<file path="config.mk">
export PLATFORM = sky130hd
export DESIGN_NAME = dmem_access_ctrl_flat
export DESIGN_NICKNAME = d
export VERILOG_FILES = /design/src/rtl/dmem_pkg.sv /design/src/rtl/dmem_access_ctrl_if.sv /design/src/rtl/dmem_lane_align.sv /design/src/rtl/dmem_access_ctrl.sv /design/src/flat_wrapper.sv
export SDC_FILE = /design/constraint.sdc
export NUM_CORES = 1
export LEC_CHECK = 0
export BUFFER_PORTS_ARGS = -buffer_cell sky130_fd_sc_hd__buf_4
export CAP_MARGIN = 15
export CORE_UTILIZATION = 54
export CTS_CLUSTER_DIAMETER = 40
export DETAILED_ROUTE_END_ITERATION = 16
export PLACE_DENSITY = 0.92
export SLEW_MARGIN = 20
export SYNTH_ARGS = -nofsm -noshare
export SYNTH_HDL_FRONTEND = slang
export SYNTH_SLANG_ARGS = --single-unit
</file>
<file path="constraint.sdc">
create_clock -name clk -period 7.3 [get_ports clk]
set_clock_uncertainty 0.2 [all_clocks]
set_input_delay 1.46 -clock clk [delete_from_list [all_inputs] [get_ports clk]]
set_output_delay 1.46 -clock clk [all_outputs]
set_load 0.05 [all_outputs]
</file>
<file path="src/rtl/dmem_pkg.sv">
// dmem_pkg: DMType access codes and controller state encoding.
package dmem_pkg;
  localparam logic [2:0] DM_WORD   = 3'b000;
  localparam logic [2:0] DM_HALF_S = 3'b001;
  localparam logic [2:0] DM_HALF_U = 3'b010;
  localparam logic [2:0] DM_BYTE_S = 3'b011;
  localparam logic [2:0] DM_BYTE_U = 3'b100;
  typedef enum logic [1:0] {IDLE, REQ, RESP} state_e;
endpackage

</file>
<file path="src/rtl/dmem_access_ctrl_if.sv">
// dmem_access_ctrl_if: req/ack data-memory bus between controller (master) and memory (slave).
interface dmem_access_ctrl_if #(parameter int ADDR_W = 32) ();
  logic              req;
  logic              we;
  logic [ADDR_W-1:0] addr;
  logic [31:0]       wdata;
  logic [3:0]        be;
  logic              ack;
  logic [31:0]       rdata;
  modport master (output req, we, addr, wdata, be, input ack, rdata);
  modport slave  (input req, we, addr, wdata, be, output ack, rdata);
endinterface

</file>
<file path="src/rtl/dmem_lane_align.sv">
// dmem_lane_align: byte enables, store lane shift, load shift/extend and misalign detect.
module dmem_lane_align
  import dmem_pkg::*;
(
  input  logic [1:0]  off_i,
  input  logic [2:0]  type_i,
  input  logic [31:0] wdata_i,
  input  logic [31:0] rdata_i,
  output logic [3:0]  be_o,
  output logic [31:0] wdata_o,
  output logic [31:0] load_o,
  output logic        misalign_o
);
  logic        is_h, is_b, sgn;
  logic [31:0] sh;
  always_comb begin
    is_h       = type_i == DM_HALF_S || type_i == DM_HALF_U;
    is_b       = type_i == DM_BYTE_S || type_i == DM_BYTE_U;
    sgn        = type_i == DM_HALF_S || type_i == DM_BYTE_S;
    misalign_o = is_h ? off_i[0] : (!is_b && off_i != 2'b00);
    be_o       = is_b ? 4'b0001 << off_i : is_h ? 4'b0011 << off_i : 4'b1111;
    wdata_o    = wdata_i << {off_i, 3'b000};
    sh         = rdata_i >> {off_i, 3'b000};
    load_o     = is_b ? {{24{sgn & sh[7]}}, sh[7:0]} :
                 is_h ? {{16{sgn & sh[15]}}, sh[15:0]} : sh;
  end
endmodule

</file>
<file path="src/rtl/dmem_access_ctrl.sv">
// dmem_access_ctrl: MEM-stage data-memory sequencer with stall, load alignment and fault bubbles.
// Optional posted stores (no stall, single-entry buffer) with DMEM_POSTED_STORE_EN.
module dmem_access_ctrl
  import dmem_pkg::*;
#(
  parameter int TIMEOUT_CYCLES = 16,
  parameter int ADDR_W         = 32,
  parameter int DATA_W         = 32
) (
  input  logic              clk,
  input  logic              rst,
  input  logic              mem_valid,
  input  logic              mem_read,
  input  logic              mem_write,
  input  logic [ADDR_W-1:0] mem_addr,
  input  logic [DATA_W-1:0] mem_wdata,
  input  logic [2:0]        dm_type,
  dmem_access_ctrl_if.master dm,
  output logic              stall,
  output logic              wb_bubble,
  output logic [DATA_W-1:0] load_data,
  output logic              misalign_exc,
  output logic              timeout_exc
);
`ifdef DMEM_POSTED_STORE_EN
  localparam bit POSTED = 1'b1;
`else
  localparam bit POSTED = 1'b0;
`endif
  localparam int CW = $clog2(TIMEOUT_CYCLES + 1);
  state_e            state_q, state_d;
  logic [CW-1:0]     cnt_q, cnt_d;
  logic              req_q, req_d, we_q, we_d, tout_q, tout_d;
  logic              abort_q, abort_d, posted_q, posted_d;
  logic [3:0]        be_q, be_d, be_c;
  logic [ADDR_W-1:0] addr_q, addr_d;
  logic [31:0]       wdata_q, wdata_d, wdata_c, ld_q, ld_d, ld_c;
  logic              acc, mis_c, stall_c, bub_c, mexc_c, post_c;
  dmem_lane_align u_align (
    .off_i      (mem_addr[1:0]),
    .type_i     (dm_type),
    .wdata_i    (mem_wdata),
    .rdata_i    (dm.rdata),
    .be_o       (be_c),
    .wdata_o    (wdata_c),
    .load_o     (ld_c),
    .misalign_o (mis_c)
  );
  assign acc = mem_valid & (mem_read | mem_write);
  always_comb begin
    state_d  = state_q;
    cnt_d    = cnt_q;
    req_d    = req_q;
    we_d     = we_q;
    be_d     = be_q;
    addr_d   = addr_q;
    wdata_d  = wdata_q;
    ld_d     = ld_q;
    tout_d   = 1'b0;
    abort_d  = abort_q;
    posted_d = posted_q;
    stall_c  = 1'b0;
    bub_c    = 1'b0;
    mexc_c   = 1'b0;
    post_c   = POSTED & mem_write;
    case (state_q)
      IDLE: begin
        if (acc && mis_c) begin
          mexc_c = 1'b1;
          bub_c  = 1'b1;
        end else if (acc) begin
          stall_c  = !post_c;
          req_d    = 1'b1;
          we_d     = mem_write;
          be_d     = be_c;
          addr_d   = {mem_addr[ADDR_W-1:2], 2'b00};
          wdata_d  = wdata_c;
          cnt_d    = '0;
          posted_d = post_c;
          state_d  = REQ;
        end
      end
      REQ: begin
        // a posted store only holds the pipeline once another access queues behind it
        stall_c = !posted_q || acc;
        if (dm.ack) begin
          req_d    = 1'b0;
          ld_d     = (mem_read && !posted_q) ? ld_c : ld_q;
          posted_d = 1'b0;
          state_d  = posted_q ? IDLE : RESP;
        end else if (cnt_q == CW'(TIMEOUT_CYCLES - 1)) begin
          req_d    = 1'b0;
          tout_d   = 1'b1;
          abort_d  = !posted_q;
          posted_d = 1'b0;
          state_d  = posted_q ? IDLE : RESP;
        end else begin
          cnt_d = cnt_q + 1'b1;
        end
      end
      RESP: begin
        bub_c   = abort_q;
        abort_d = 1'b0;
        state_d = IDLE;
      end
      default: state_d = IDLE;
    endcase
  end
  always_ff @(posedge clk) begin
    if (rst) begin
      state_q  <= IDLE;
      cnt_q    <= '0;
      req_q    <= 1'b0;
      we_q     <= 1'b0;
      be_q     <= '0;
      addr_q   <= '0;
      wdata_q  <= '0;
      ld_q     <= '0;
      tout_q   <= 1'b0;
      abort_q  <= 1'b0;
      posted_q <= 1'b0;
    end else begin
      state_q  <= state_d;
      cnt_q    <= cnt_d;
      req_q    <= req_d;
      we_q     <= we_d;
      be_q     <= be_d;
      addr_q   <= addr_d;
      wdata_q  <= wdata_d;
      ld_q     <= ld_d;
      tout_q   <= tout_d;
      abort_q  <= abort_d;
      posted_q <= posted_d;
    end
  end
  assign dm.req       = req_q;
  assign dm.we        = we_q;
  assign dm.be        = be_q;
  assign dm.addr      = addr_q;
  assign dm.wdata     = wdata_q;
  assign load_data    = ld_q;
  assign timeout_exc  = tout_q;
  assign stall        = stall_c & !rst;
  assign wb_bubble    = bub_c & !rst;
  assign misalign_exc = mexc_c & !rst;
endmodule

</file>
<file path="src/flat_wrapper.sv">
// flat-port wrapper written by rule: the top's interface ports become plain ports
module dmem_access_ctrl_flat import dmem_pkg::*;
#(
  parameter int TIMEOUT_CYCLES = 16,
  parameter int ADDR_W         = 32,
  parameter int DATA_W         = 32
)
  (clk, rst, mem_valid, mem_read, mem_write, mem_addr, mem_wdata, dm_type, stall, wb_bubble, load_data, misalign_exc, timeout_exc, dm_req, dm_we, dm_addr, dm_wdata, dm_be, dm_ack, dm_rdata);
  dmem_access_ctrl_if #(.ADDR_W(ADDR_W)) dm_i ();
  input  logic clk;
  input  logic rst;
  input  logic mem_valid;
  input  logic mem_read;
  input  logic mem_write;
  input  logic [ADDR_W-1:0] mem_addr;
  input  logic [DATA_W-1:0] mem_wdata;
  input  logic [2:0] dm_type;
  output logic stall;
  output logic wb_bubble;
  output logic [DATA_W-1:0] load_data;
  output logic misalign_exc;
  output logic timeout_exc;
  output wire logic [$bits(dm_i.req)-1:0] dm_req;
  output wire logic [$bits(dm_i.we)-1:0] dm_we;
  output wire logic [$bits(dm_i.addr)-1:0] dm_addr;
  output wire logic [$bits(dm_i.wdata)-1:0] dm_wdata;
  output wire logic [$bits(dm_i.be)-1:0] dm_be;
  input wire logic [$bits(dm_i.ack)-1:0] dm_ack;
  input wire logic [$bits(dm_i.rdata)-1:0] dm_rdata;
  assign dm_req = dm_i.req;
  assign dm_we = dm_i.we;
  assign dm_addr = dm_i.addr;
  assign dm_wdata = dm_i.wdata;
  assign dm_be = dm_i.be;
  assign dm_i.ack = dm_ack;
  assign dm_i.rdata = dm_rdata;
  dmem_access_ctrl #(.TIMEOUT_CYCLES(TIMEOUT_CYCLES), .ADDR_W(ADDR_W), .DATA_W(DATA_W)) u_core (.clk(clk), .rst(rst), .mem_valid(mem_valid), .mem_read(mem_read), .mem_write(mem_write), .mem_addr(mem_addr), .mem_wdata(mem_wdata), .dm_type(dm_type), .dm(dm_i), .stall(stall), .wb_bubble(wb_bubble), .load_data(load_data), .misalign_exc(misalign_exc), .timeout_exc(timeout_exc));
endmodule
</file>
==> results.ini <==
[critical_path]
worst-path-stages = 8
ff2ff_path_depth = 3
path_class = in2out
worst-path-buf-inv = 3
critPathMaxFanout = 57
start_kind = input port
regToRegStartpoint = u_core.state_q[0]$_SDFFE_PP0P_
crit_family = buffers and inverters
crit_slowest_cell = buf_4
worstPathCellList = buf_4 -> clkinv_1 -> ha_1 -> nor2b_1 -> o22ai_4 -> a211o_1 -> a211oi_1 -> buf_4
critical_path.max_stage_delay_ps = 550
crit_path_frequent_cell = buf_4
reg2reg_to = u_core.dm.wdata[12]$_SDFFE_PP0P_
reg2reg_slack_ps = 4050
crit_end = wb_bubble
cp-startpoint = mem_addr[0]
critPathArrivalTime_ps = 4030
required_ps = 5640
critPathCaptureType = output port

[place]
dp_slack_ps = 1660
routabilityCongestion = 0.954
dp_cells = 944
dp_hpwl_um = 12400
io_buffers = 208

[die]
die_area_um2 = 11000
die_y_um = 105
io_pins = 211
start_util_pct = 55.5
fp.dieW_um = 105
coreArea_um2 = 10300
placementRows = 37

[clock_network]
clk_path_buf_depth = 2
cts_root_buffer = clkbuf_8
cts_hold_buf = 0
path_clk_slew_ps = 100
post-cts-setup-buffers = 0
post_cts_resized = 0
clock-sinks = 109
cts_tree = yes
cts_buffers = 9
clkLatencyLatePin_ps = 390
htree_levels = 3

[timing]
grt_setup_unrepaired = false
worst_slack_ps = 1610
worst_slew_pin_slew_ps = 1110
setup_viol = 0
period_minus_slack_ps = 5690
fin_tns_setup_ps = 0
slew_viol_final = 0
whs_ps = 273
hold_viol = 0
finalCritPeriodShare_pct = 77.9
max_freq_mhz = 176
max_slew_margin_pct = 26.0

[cells_and_area]
final_layout_size_suffix_gt1_share_pct = 32.5
fin_cells = 961
area_growth_pct = 28.5
nets = 930

[hold_path]
hold_path_startpoint = u_core.dm.addr[7]$_SDFFE_PP0P_
hold_class = reg2reg
hold_depth = 2

[global_route]
grt_pass1_wl_um = 27900
grt_max_degree = 94
grt_overflow_total = 0
antenna_found_initial = 0
grt_pass1_vias = 5619
grt_usage_pct = 31.6

[pwr]
vdd_drop_max_mv = 0.0955
leakage_nw = 3.21
pwr_density_cell_nw_per_um2 = 188

[logic_synthesis]
ys_seq_area_share_pct = 38.1
synth_ff_type = dfxtp_1
synth_edf_count = 0
mappedNetlistArea_um2 = 5730
synthCells = 670
yosysWarnings = 0
yosysTopAreaCellShare_pct = 38.1
synth_area_per_cell_um2 = 8.55
ys_ff_latch = 109
ys_async_sr_fraction_pct = 0
yosys.area.top_type = dfxtp_1
yosys-top-cells-area = dfxtp_1 (38%), mux2i_1 (7.5%), a21oi_1 (6.7%)
synth_cell_types = 56

[drt]
via_count = 5925
routedWlPerCell_um = 18.8
drtIter0Drc = 453
final_antenna_net_count = 0
drcViolationCount = 0
drt-total-wl_um = 18100
drt_first_pass_iters = 6
vias_per_cell = 6.17

[outcome]
status = complete, no violations

[run]
maxCapViolations = 0

## power by group
part           leakage [nW]  switching (mW)  internal [mW]
Sequential            0.886          0.0254          0.623
Clock                0.0928           0.222          0.136
Combinational          2.23           0.251          0.131
## area by class of cell
cell class / instances / area, um^2
multi-input cells: 481 / 3210
fillers: 818 / 2960
flip-flops and latches: 109 / 2180
repair buffers: 211 / 1580
well taps: 136 / 170
clock buffers: 10 / 138
clock inverters: 6 / 47.5
inverters: 7 / 26.3
diodes: 1 / 2.50
## synthesized netlist by cell type, types with 2 or more instances
library cell / count
a211oi_1: 26
nor2_1: 45
o311a_1: 8
a32oi_1: 2
nand4_1: 31
nor3b_1: 3
a31o_2: 9
dfxtp_1: 109
nand3_1: 12
nor4b_1: 2
ha_1: 6
inv_1: 5
o21ai_0: 7
nand2b_1: 4
a21oi_1: 77
nand2b_4: 2
o2bb2ai_1: 7
o2111ai_1: 2
buf_6: 2
nor3_1: 15
clkbuf_1: 41
o31ai_1: 31
buf_2: 21
nor2b_1: 13
nand2_1: 62
and3_1: 4
o22ai_1: 2
a31oi_1: 12
mux2i_1: 43
a41o_1: 8
buf_4: 7
buf_1: 3
nor4_1: 8
o211ai_1: 5
mux2_2: 15
## per-stage QoR
stage                     utilization [%]  power (mW)  cell area [um^2]
after detailed placement             69.5        1.04              7170
after floorplan                         -       0.908              5730
final                                71.3        1.39              7360
after global placement               69.5        1.03              7170
after CTS                            71.3        1.38              7360
after global routing                 71.3        1.43              7360
## registers in the layout, indices dropped and copies added, names as in the netlist, 2 cells and up
name              flops
u_core.state_q        2
u_core.dm.wdata      32
u_core.dm.addr       30
u_core.dm.be          4
u_core.cnt_q          5
u_core.load_data     32
## per-layer routing
metal / global-route usage (%) / part of all wire [%] / vias up
met3: 6.24 / 8.2 / 54
met4: 15.8 / 3.6 / 0
met1: 38.2 / 39 / 2749
met2: 53.2 / 49 / 328
li1: - / - / 2794
met5: 0 / 0 / -
## cell families (layout without fill, tap and decap cells)
logic type,count (synthesis),after routing,synth area share [%]
AO/OA/AOI/OAI,207,207,25.0
AND/OR/NAND/NOR,205,205,17.8
flip-flops,109,109,38.1
buffers and inverters,81,234,6.48
multiplexers,60,60,11.0
adder cells (fa/ha/maj),6,6,1.31
other,1,3,0.0654
XOR/XNOR,1,1,0.153
## worst reg2reg max path: stages, from the launching register on
cell and delay (ps):
dfxtp_2 1060, inv_2 600, nand3_1 860, mux2_2 420
## worst min path at each step
stage / end / slack, ps
floorplan: u_core.abort_q$_SDFFE_PP0P_ / 260
global placement: u_core.load_data[1]$_SDFFE_PP0P_ / 250
detailed placement: u_core.dm.addr[5]$_SDFFE_PP0P_ / 260
CTS: u_core.dm.addr[5]$_SDFFE_PP0P_ / 280
global route: u_core.dm.addr[7]$_SDFFE_PP0P_ / 290
finish: u_core.dm.addr[7]$_SDFFE_PP0P_ / 270
## cell usage in the layout, fill, tap and decap left out, types with 9 or more instances in the layout
| master | instances |
|---|---|
| nor2_1 | 45 |
| o31ai_1 | 31 |
| a21oi_1 | 77 |
| buf_4 | 211 |
| dfxtp_1 | 108 |
| clkbuf_8 | 10 |
| a31o_2 | 9 |
| nor2b_1 | 12 |
| a31oi_1 | 12 |
| mux2i_1 | 43 |
| mux2_2 | 15 |
| a211oi_1 | 26 |
| nor3_1 | 15 |
| nand3_1 | 12 |
| nand2_1 | 62 |
| nand4_1 | 31 |
(Power assumes the default switching activity.)
